File: config.mk
export PLATFORM = sky130hd
export DESIGN_NAME = lcd_bus_receiver
export DESIGN_NICKNAME = d
export VERILOG_FILES = /design/src/rtl/tachyon_lcd_pkg.sv /design/src/rtl/lcd_rx_fifo.sv /design/src/rtl/lcd_bus_receiver.sv
export SDC_FILE = /design/constraint.sdc
export NUM_CORES = 1
export LEC_CHECK = 0
export BUFFER_PORTS_ARGS = -buffer_cell sky130_fd_sc_hd__buf_2
export CORE_MARGIN = 1.5
export CORE_UTILIZATION = 60
export CTS_BUF_LIST = sky130_fd_sc_hd__clkbuf_4 sky130_fd_sc_hd__clkbuf_8
export CTS_CLUSTER_SIZE = 16
export DETAILED_ROUTE_END_ITERATION = 10
export PLACE_DENSITY = 0.79
export SKIP_LAST_GASP = 1
export SYNTH_ARGS = -nofsm -noshare
export SYNTH_HDL_FRONTEND = slang
export SYNTH_SLANG_ARGS = --single-unit
File: constraint.sdc
create_clock -name clk -period 4.3 [get_ports clk]
set_clock_uncertainty 0.1 [all_clocks]
set_input_delay 0.86 -clock clk [delete_from_list [all_inputs] [get_ports clk]]
set_output_delay 0.86 -clock clk [all_outputs]
set_load 0.02 [all_outputs]
File: src/rtl/tachyon_lcd_pkg.sv
// Shared constants for the LCD bus receiver: ctrl bit positions, HD44780 command
// opcodes/masks, strobe FSM encoding and transaction sizing.
package tachyon_lcd_pkg;

  localparam int unsigned RS_BIT = 0;
  localparam int unsigned RW_BIT = 1;
  localparam int unsigned DATA_W = 8;

  localparam logic [7:0] CMD_CLEAR      = 8'h01;
  localparam logic [7:0] CMD_HOME       = 8'h02;
  localparam logic [7:0] CMD_HOME_MASK  = 8'hFE;
  localparam logic [7:0] CMD_ENTRY      = 8'h04;
  localparam logic [7:0] CMD_ENTRY_MASK = 8'hFC;
  localparam logic [7:0] CMD_DDRAM      = 8'h80;
  localparam logic [7:0] CMD_DDRAM_MASK = 8'h80;
  localparam int unsigned ENTRY_INC_BIT = 1;

  typedef enum logic {
    STB_IDLE,
    STB_HIGH
  } strobe_state_t;

  // Transaction layout is {rs, data, addr}
  function automatic int unsigned txn_width(input int unsigned addr_w);
    return 1 + DATA_W + addr_w;
  endfunction

endpackage

File: src/rtl/lcd_rx_fifo.sv
// Synchronous first-word-fall-through FIFO; a push while full is accepted only
// when a pop frees the slot in the same cycle.
module lcd_rx_fifo #(
  parameter int unsigned WIDTH = 8,
  parameter int unsigned DEPTH = 8
) (
  input  logic             clk,
  input  logic             rst,
  input  logic             push,
  input  logic [WIDTH-1:0] push_data,
  input  logic             pop,
  output logic [WIDTH-1:0] pop_data,
  output logic             full,
  output logic             empty
);

  localparam int unsigned AW = $clog2(DEPTH);

  logic [WIDTH-1:0] mem [DEPTH];
  logic [AW:0]      wr_ptr;
  logic [AW:0]      rd_ptr;
  logic             do_push;
  logic             do_pop;

  assign empty   = (wr_ptr == rd_ptr);
  assign full    = (wr_ptr[AW] != rd_ptr[AW]) && (wr_ptr[AW-1:0] == rd_ptr[AW-1:0]);
  assign do_pop  = pop && !empty;
  assign do_push = push && (!full || pop);

  // Head is forced to zero when empty so downstream sees clean outputs after reset
  assign pop_data = empty ? '0 : mem[rd_ptr[AW-1:0]];

  always_ff @(posedge clk) begin
    if (rst) begin
      wr_ptr <= '0;
      rd_ptr <= '0;
    end else begin
      if (do_push) wr_ptr <= wr_ptr + 1'b1;
      if (do_pop)  rd_ptr <= rd_ptr + 1'b1;
    end
  end

  always_ff @(posedge clk) begin
    if (do_push) mem[wr_ptr[AW-1:0]] <= push_data;
  end

endmodule

File: src/rtl/lcd_bus_receiver.sv
// Receive side of an 8-bit HD44780-style bus: synchronises E/RS/RW/data, qualifies
// strobes, tracks the DDRAM cursor and queues decoded writes on a valid/ready stream.
module lcd_bus_receiver
  import tachyon_lcd_pkg::*;
#(
  parameter int unsigned FIFO_DEPTH = 8,
  parameter int unsigned MIN_E_HIGH = 2,
  parameter int unsigned ADDR_W     = 7
) (
  input  logic              clk,
  input  logic              rst,
  input  logic [7:0]        lcd_data,
  input  logic [1:0]        lcd_ctrl,
  input  logic              lcd_enable,
  output logic              out_valid,
  input  logic              out_ready,
  output logic              out_rs,
  output logic [7:0]        out_data,
  output logic [ADDR_W-1:0] out_addr,
  output logic [ADDR_W-1:0] cursor_addr,
  output logic              overflow,
  output logic              glitch,
  output logic              read_seen,
  input  logic              clear_flags
);

  localparam int unsigned TXN_W = txn_width(ADDR_W);
  localparam int unsigned CNT_W = $clog2(MIN_E_HIGH + 1);
  localparam logic [CNT_W-1:0] CNT_MIN = CNT_W'(MIN_E_HIGH);

  logic       e_s1, e_s2;
  logic [7:0] data_s1, data_s2, data_p;
  logic [1:0] ctrl_s1, ctrl_s2, ctrl_p;

  always_ff @(posedge clk) begin
    if (rst) begin
      e_s1    <= 1'b0;
      e_s2    <= 1'b0;
      data_s1 <= '0;
      data_s2 <= '0;
      data_p  <= '0;
      ctrl_s1 <= '0;
      ctrl_s2 <= '0;
      ctrl_p  <= '0;
    end else begin
      e_s1    <= lcd_enable;
      e_s2    <= e_s1;
      data_s1 <= lcd_data;
      data_s2 <= data_s1;
      data_p  <= data_s2;
      ctrl_s1 <= lcd_ctrl;
      ctrl_s2 <= ctrl_s1;
      ctrl_p  <= ctrl_s2;
    end
  end

  strobe_state_t    state, state_next;
  logic [CNT_W-1:0] high_cnt;
  logic             strobe_ok;
  logic             strobe_short;

  always_ff @(posedge clk) begin
    if (rst) state <= STB_IDLE;
    else     state <= state_next;
  end

  always_comb begin
    state_next = state;
    case (state)
      STB_IDLE: if (e_s2)  state_next = STB_HIGH;
      STB_HIGH: if (!e_s2) state_next = STB_IDLE;
      default:             state_next = STB_IDLE;
    endcase
  end

  always_comb begin
    strobe_ok    = 1'b0;
    strobe_short = 1'b0;
    if (state == STB_HIGH && !e_s2) begin
      strobe_ok    = (high_cnt >= CNT_MIN);
      strobe_short = (high_cnt <  CNT_MIN);
    end
  end

  always_ff @(posedge clk) begin
    if (rst) begin
      high_cnt <= '0;
    end else if (state == STB_IDLE && e_s2) begin
      high_cnt <= CNT_W'(1);
    end else if (state == STB_HIGH && e_s2 && high_cnt < CNT_MIN) begin
      high_cnt <= high_cnt + 1'b1;
    end
  end

  // data_p/ctrl_p still hold the bus values from the last cycle E was seen high
  logic       pend, pend_rs, pend_rw;
  logic [7:0] pend_data;

  always_ff @(posedge clk) begin
    if (rst) begin
      pend      <= 1'b0;
      pend_rs   <= 1'b0;
      pend_rw   <= 1'b0;
      pend_data <= '0;
    end else begin
      pend <= strobe_ok;
      if (strobe_ok) begin
        pend_rs   <= ctrl_p[RS_BIT];
        pend_rw   <= ctrl_p[RW_BIT];
        pend_data <= data_p;
      end
    end
  end

  logic write_req, read_done;
  logic fifo_full, fifo_empty, pop;
  logic [TXN_W-1:0] head;

  assign write_req = pend && !pend_rw;
  assign read_done = pend && pend_rw;
  assign pop       = out_valid && out_ready;

  lcd_rx_fifo #(
    .WIDTH (TXN_W),
    .DEPTH (FIFO_DEPTH)
  ) u_fifo (
    .clk       (clk),
    .rst       (rst),
    .push      (write_req),
    .push_data ({pend_rs, pend_data, cursor_addr}),
    .pop       (pop),
    .pop_data  (head),
    .full      (fifo_full),
    .empty     (fifo_empty)
  );

  assign out_valid                   = !fifo_empty;
  assign {out_rs, out_data, out_addr} = head;

  logic              dir_inc, dir_inc_next;
  logic [ADDR_W-1:0] cursor_next;

  always_comb begin
    cursor_next  = cursor_addr;
    dir_inc_next = dir_inc;
    if (write_req) begin
      if (pend_rs) begin
        cursor_next = dir_inc ? cursor_addr + 1'b1 : cursor_addr - 1'b1;
      end else if ((pend_data & CMD_DDRAM_MASK) == CMD_DDRAM) begin
        cursor_next = ADDR_W'(pend_data[6:0]);
      end else if ((pend_data & CMD_ENTRY_MASK) == CMD_ENTRY) begin
        dir_inc_next = pend_data[ENTRY_INC_BIT];
      end else if ((pend_data & CMD_HOME_MASK) == CMD_HOME) begin
        cursor_next = '0;
      end else if (pend_data == CMD_CLEAR) begin
        cursor_next  = '0;
        dir_inc_next = 1'b1;
      end
    end
  end

  always_ff @(posedge clk) begin
    if (rst) begin
      cursor_addr <= '0;
      dir_inc     <= 1'b1;
      overflow    <= 1'b0;
      glitch      <= 1'b0;
      read_seen   <= 1'b0;
    end else begin
      cursor_addr <= cursor_next;
      dir_inc     <= dir_inc_next;
      overflow    <= (write_req && fifo_full && !pop) || (overflow  && !clear_flags);
      glitch      <= strobe_short                     || (glitch    && !clear_flags);
      read_seen   <= read_done                        || (read_seen && !clear_flags);
    end
  end

endmodule

=== After elaboration in Yosys (flattened, before gate mapping) ===
Memory sizes are Yosys's and may differ from the RTL's. A register that Yosys moved wholly into a read port is not among the register bits.
Cells that the tools add are included.

* Multipliers: 0
* Order comparisons: 2
* Reductions and logical operators: 31
* Eq/ne operators: 8
* Divide/modulo/power cells: 0
* Bitwise logic cells: 3
* Mux-type cells: 19
* $add $sub $neg: 5
* Shift-type cells: 0

{| class="wikitable"
|+ Operator list
! operator !! number
|-
| 7-bit two-way mux || 6
|-
| 16-bit two-way mux || 1
|-
| 1-bit logical AND || 15
|-
| 1-bit two-way mux || 10
|-
| 4-bit by 1-bit adder with 4-bit output, second input constant || 2
|-
| 8-bit by 1-bit == test with 1-bit output, second input constant || 1
|-
| 7-bit by 1-bit adder with 7-bit output, second input constant || 1
|-
| 7-bit by 1-bit == test with 1-bit output, second input constant || 1
|-
| 7-bit by 1-bit subtractor with 7-bit output, second input constant || 1
|-
| 6-bit by 1-bit == test with 1-bit output, second input constant || 1
|-
| 1-bit logical NOT || 6
|-
| 3-bit two-way mux || 2
|-
| 5-bit AND reduction || 1
|-
| 4-bit == test || 1
|-
| 1-bit logical OR || 4
|-
| 2-bit nonzero test || 2
|-
| 4-bit nonzero test || 1
|-
| 3-bit == test || 1
|-
| 3-bit != test, second input constant || 1
|-
| 1-bit inverter || 3
|-
| 3-bit AND reduction || 1
|-
| 2-bit by 1-bit adder with 2-bit output, second input constant || 1
|-
| 2-bit >= comparator, second input constant || 1
|-
| 2-bit less-than comparator, second input constant || 1
|-
| 3 further kinds || 3
|}

* Input port bits: 15
* Memories: 1
* Bits in latches: 0
* Bits in read-only memories: 0
* RAM bits: 128
* Word-level logic and storage cells: 91
* Flip-flop bits (word level): 65
* Output and inout port bits: 27

{| class="wikitable"
|+ Memory list
! name !! words !! bits a word !! read ports !! clocked after Yosys merged registers in !! wr ports !! RTL line !! text
|-
| u_fifo.mem || 8 || 16 || 1 || 1 || 1 || lcd_rx_fifo.sv:19 || <nowiki>logic [WIDTH-1:0] mem [DEPTH];</nowiki>
|}

=== Longest topological paths before layout ===
* Depth in word-level cells: 7
* Gate-level depth with buffers: 7
* Depth with buffers taken out: 7

=== Cells and area by module ===
A second synthesis with hierarchy kept.

* Cells, all modules: 493
* Area total of the unflattened synthesis: 7717.4 um^2

{| class="wikitable"
|+ By module, submodules not included
! module !! area an instance (um^2) !! instances !! sequential area each (um^2) !! cells an instance
|-
| lcd_rx_fifo || 5546.6 || 1 || 4063.9 || 274
|-
| lcd_bus_receiver || 2170.8 || 1 || 1141.1 || 219
|}

=== Worst setup path after synthesis ===
OpenSTA, ideal clock, no wires.

* Path kind: input-to-reg
* Start point: input out_ready
* End point: memory u_fifo.mem[1][0] (netlist name), enable pin
* Buffers on the path: 0
* Path slack: 0.931 ns
* Data required time: 3.764 ns
* Data arrival time: 2.833 ns
* Library setup time: 0.436 ns
* Stages: 4
* Path through: nor2_1 nand2_1 nand2_1 nor4b_1

* Longest elaborated chain between the ends: 5

{| class="wikitable"
|+ Ends and longest elaborated chain
! what !! RTL line !! text
|-
| start, declared || lcd_bus_receiver.sv:16 || <nowiki>input logic out_ready,</nowiki>
|-
| 1-bit logical AND || lcd_bus_receiver.sv:121 || <nowiki>assign pop = out_valid && out_ready;</nowiki>
|-
| 1-bit logical OR || lcd_rx_fifo.sv:28 || <nowiki>assign do_push = push && (!full || pop);</nowiki>
|-
| 1-bit logical AND || lcd_rx_fifo.sv:28 ||
|-
| 1-bit two-way mux || lcd_rx_fifo.sv:44 || <nowiki>if (do_push) mem[wr_ptr[AW-1:0]] <= push_data;</nowiki>
|-
| 1-bit two-way mux (implied by the code) || lcd_rx_fifo.sv:44 ||
|-
| end, declared || lcd_rx_fifo.sv:19 ||
|}

No other way between the ends.

==> flow_metrics.py <==
metrics = {
    "timing": {
        "slew_headroom_pct": 21.6,
        "setup_tns_ns": 0,
        "setup_viol": 0,
        "setup_slack_ns": 0.878,
        "period_needed_ns": 3.42,
        "finalHoldViolations": 0,
        "worst_pin_slew_ns": 1.18,
        "slew_violations": 0,
        "fmax_mhz": 292,
        "post-route-period-util_pct": 79.6,
        "rsz0062_at_grt": "no",
    },
    "clock_tree": {
        "cts_buffers": 17,
        "insertion_delay_ns": 0.45,
        "clkTransAtPathRegs_ns": 0.09,
        "clock_sinks": 196,
        "cts_resized": 0,
        "clockBufferDepth": 2,
        "postCtsHoldBufs": 0,
        "root_buffer": "clkbuf_8",
        "postCtsSetupBuffers": 0,
        "cts_tree": "yes",
        "cts-htree-levels": 4,
    },
    "floorplanning": {
        "die-width_um": 115,
        "ios": 42,
        "die_h_um": 115,
        "core_mm2": 0.0122,
        "dieArea_mm2": 0.0133,
        "initial_utilization_pct": 62.0,
        "rows": 40,
    },
    "setup_path": {
        "path_max_fanout": 20,
        "worstSetupEndpointType": "primary output",
        "crit_path_start_kind": "flip-flop",
        "crit_arrival_ns": 2.46,
        "critPathKind": "flip-flop to primary output",
        "cp.required_ns": 3.34,
    },
    "yosys": {
        "ys_types": 45,
        "synth_area_leaders": "edfxtp_1, dfxtp_1, mux4_2",
        "syn-num-nets": 500,
        "synth.area.mux_share_pct": 13.4,
        "synth_edf_count": 128,
        "synth_area_per_cell_um2": 15.8,
        "synth_top_area_share_pct": 51.0,
        "syn_area_mm2": 0.00754,
        "synth_compound_area_share_pct": 3.65,
        "synth-simple-area-share_pct": 8.94,
        "synthCells": 476,
        "synth_seq_cells": 196,
        "synthFlopType": "edfxtp_1",
        "synth_warnings": 0,
        "netlist.top_cell.by_area": "edfxtp_1",
        "synth_top_family_by_area": "multiplexers",
        "synth_adder_area_share_pct": 1.59,
        "synth_xor_area_share_pct": 1.28,
        "async_flop_share_pct": 0,
        "yosysSeqAreaShare_pct": 69.0,
    },
    "power_and_ir_drop": {
        "power_density_mw_per_mm2": 379,
        "p_int_w": 0.00258,
        "p_sw_share_pct": 18.8,
        "vdd_ir_drop_max_v": 0.000267,
        "power_w": 0.00317,
        "p_leak_nw": 3.04,
        "power_frac_clock_pct": 36.1,
        "p_comb_share_pct": 1.0,
        "pwr-share-seq_pct": 62.9,
        "p_sw_w": 0.000595,
    },
    "drt": {
        "vias": 3937,
        "vias_per_cell": 5.58,
        "totalWireLength_mm": 13.0,
        "drtIter0Drc": 248,
        "antenna_left": 0,
        "first_pass_iters": 4,
        "drc": 0,
        "routedWlPerCell_um": 18.4,
    },
    "global_routing": {
        "track_usage_pct": 21.4,
        "first_global_vias": 3975,
        "antenna_found_initial": 0,
        "grt_max_degree": 65,
        "overflow": 0,
        "grt_pass1_wl_mm": 20.5,
    },
    "placement": {
        "gp_congestion": 0.854,
        "place_hpwl_mm": 7.93,
        "post-place-ws_ns": 1.29,
        "io_buffers": 41,
    },
    "layout": {
        "n_antenna_cell": 0,
        "fill_cells": 837,
        "drive_gt1_share_pct": 26.1,
        "nets": 548,
        "syn2layout_area_growth_pct": 11.0,
    },
    "status": {
        "outcome": "completed",
    },
    "hold_path": {
        "hold_class": "flip-flop to flip-flop",
    },
    "flow_run": {
        "cap_violations": 0,
    },
}
[placed cells by master (no fill, tap or decap), drive strengths merged, types with 3 or more instances in the layout]
| cell type | count |
|---|---|
| edfxtp | 128 |
| dfxtp | 68 |
| buf | 54 |
| nor2 | 51 |
| nor2b | 34 |
| mux4 | 32 |
| mux2i | 28 |
| clkbuf | 22 |
| nand2 | 15 |
| a21oi | 14 |
| inv | 11 |
| ha | 8 |
| xor2 | 6 |
| o21ai | 6 |
| xnor2 | 5 |
| clkinv | 5 |
| nor3 | 5 |
| a211oi | 4 |
| a22oi | 4 |
| nand4 | 3 |
| nand2b | 3 |
| a311oi | 3 |
| nor4b | 3 |
| nor4 | 3 |
[flip-flops by register name (all words and copies together), names as in the netlist, 2 cells and up, named ones only]
register	flops
ctrl_p	2
pend_data	8
cursor_addr	7
ctrl_s1	2
ctrl_s2	2
data_p	8
data_s1	8
high_cnt	2
u_fifo.wr_ptr	4
data_s2	8
u_fifo.rd_ptr	4
u_fifo.mem	128
[power groups by stage]
stage | sequential, W | clock (W) | combinational [W]
after global routing | 0.00200 | 0.00124 | 0.0000360
final | 0.00200 | 0.00114 | 0.0000317
after global placement | 0.00204 | 0 | 0.0000304
after detailed placement | 0.00204 | 0 | 0.0000323
after floorplan | 0.00204 | 0 | 0.0000229
after CTS | 0.00200 | 0.00117 | 0.0000324
[metal layers]
metal,vias up,share of wire [%],wire (um),GRT usage (%)
met5,-,0,0,0
met4,0,0.81,105,8.56
met3,10,5.3,694,4.27
met2,108,53,6870,37.1
met1,1949,41,5320,26.8
li1,1870,-,-,-
[per-stage QoR]
step / utilization [%] / instances / hold WS [ns] / area (um^2)
CTS: 68.9 / 705 / 0.343 / 8370
detailed placement: 65.6 / 673 / 0.322 / 7980
global route: 68.9 / 705 / 0.355 / 8370
global placement: 65.6 / 673 / 0.317 / 7980
floorplan: - / 476 / 0.314 / 7540
finish: 68.9 / 705 / 0.337 / 8370
[final timing paths]
check	start	end	slack (ns)	cells past startpoint
worst max register to register	u_fifo.wr_ptr[0]	u_fifo.mem[6][7]	1.70	6
worst min-delay path	data_s2[2]	data_p[2]	0.34	1
worst min register to register	data_s2[2]	data_p[2]	0.34	1
worst max-delay path	flip-flop	out_addr[2]	0.88	5
[cell usage after synthesis, drive strengths merged (2+ instances only)]
cell and count:
nor3 5, nor2 51, a21oi 14, mux4 32, inv 8, nor3b 2
buf 13, ha 8, o21ai 6, a22oi 4, nand4 3, clkbuf 12
and2b 2, or3 2, nand2b 3, edfxtp 128, a311oi 3, dfxtp 68
a21o 2, nor4 3, nor2b 34, mux2i 28, xnor2 5, xor2 6
nand2 15, a211oi 4, nor4b 3
[cell type report]
type	instances	area (um^2)	share of cell area (%)
inverter	8	30.0	0.359
clock buffer	22	290	3.47
multi-input combinational	247	2230	26.6
tap	168	210	2.51
sequential	196	5210	62.2
clock inverter	10	105	1.26
timing repair buffer	54	303	3.62
[worst max-delay path, stage by stage, from the launching register on]
cell and delay (ns):
dfxtp_2 0.80, buf_4 0.31, mux4_2 0.51, mux2i_1 0.17, nor2_1 0.06, buf_2 0.16
[cells by family (layout without fill, tap and decap cells)]
kind of cell | Yosys count | in the layout
AOI/OAI and AO/OA | 38 | 38
DFF | 196 | 196
buffers and inverters | 33 | 94
xor gates and xnor gates | 11 | 11
and+or+nand+nor | 128 | 128
muxes | 61 | 61
adders and majority gates | 9 | 9
Note: power is estimated with default switching activity, not from simulation.
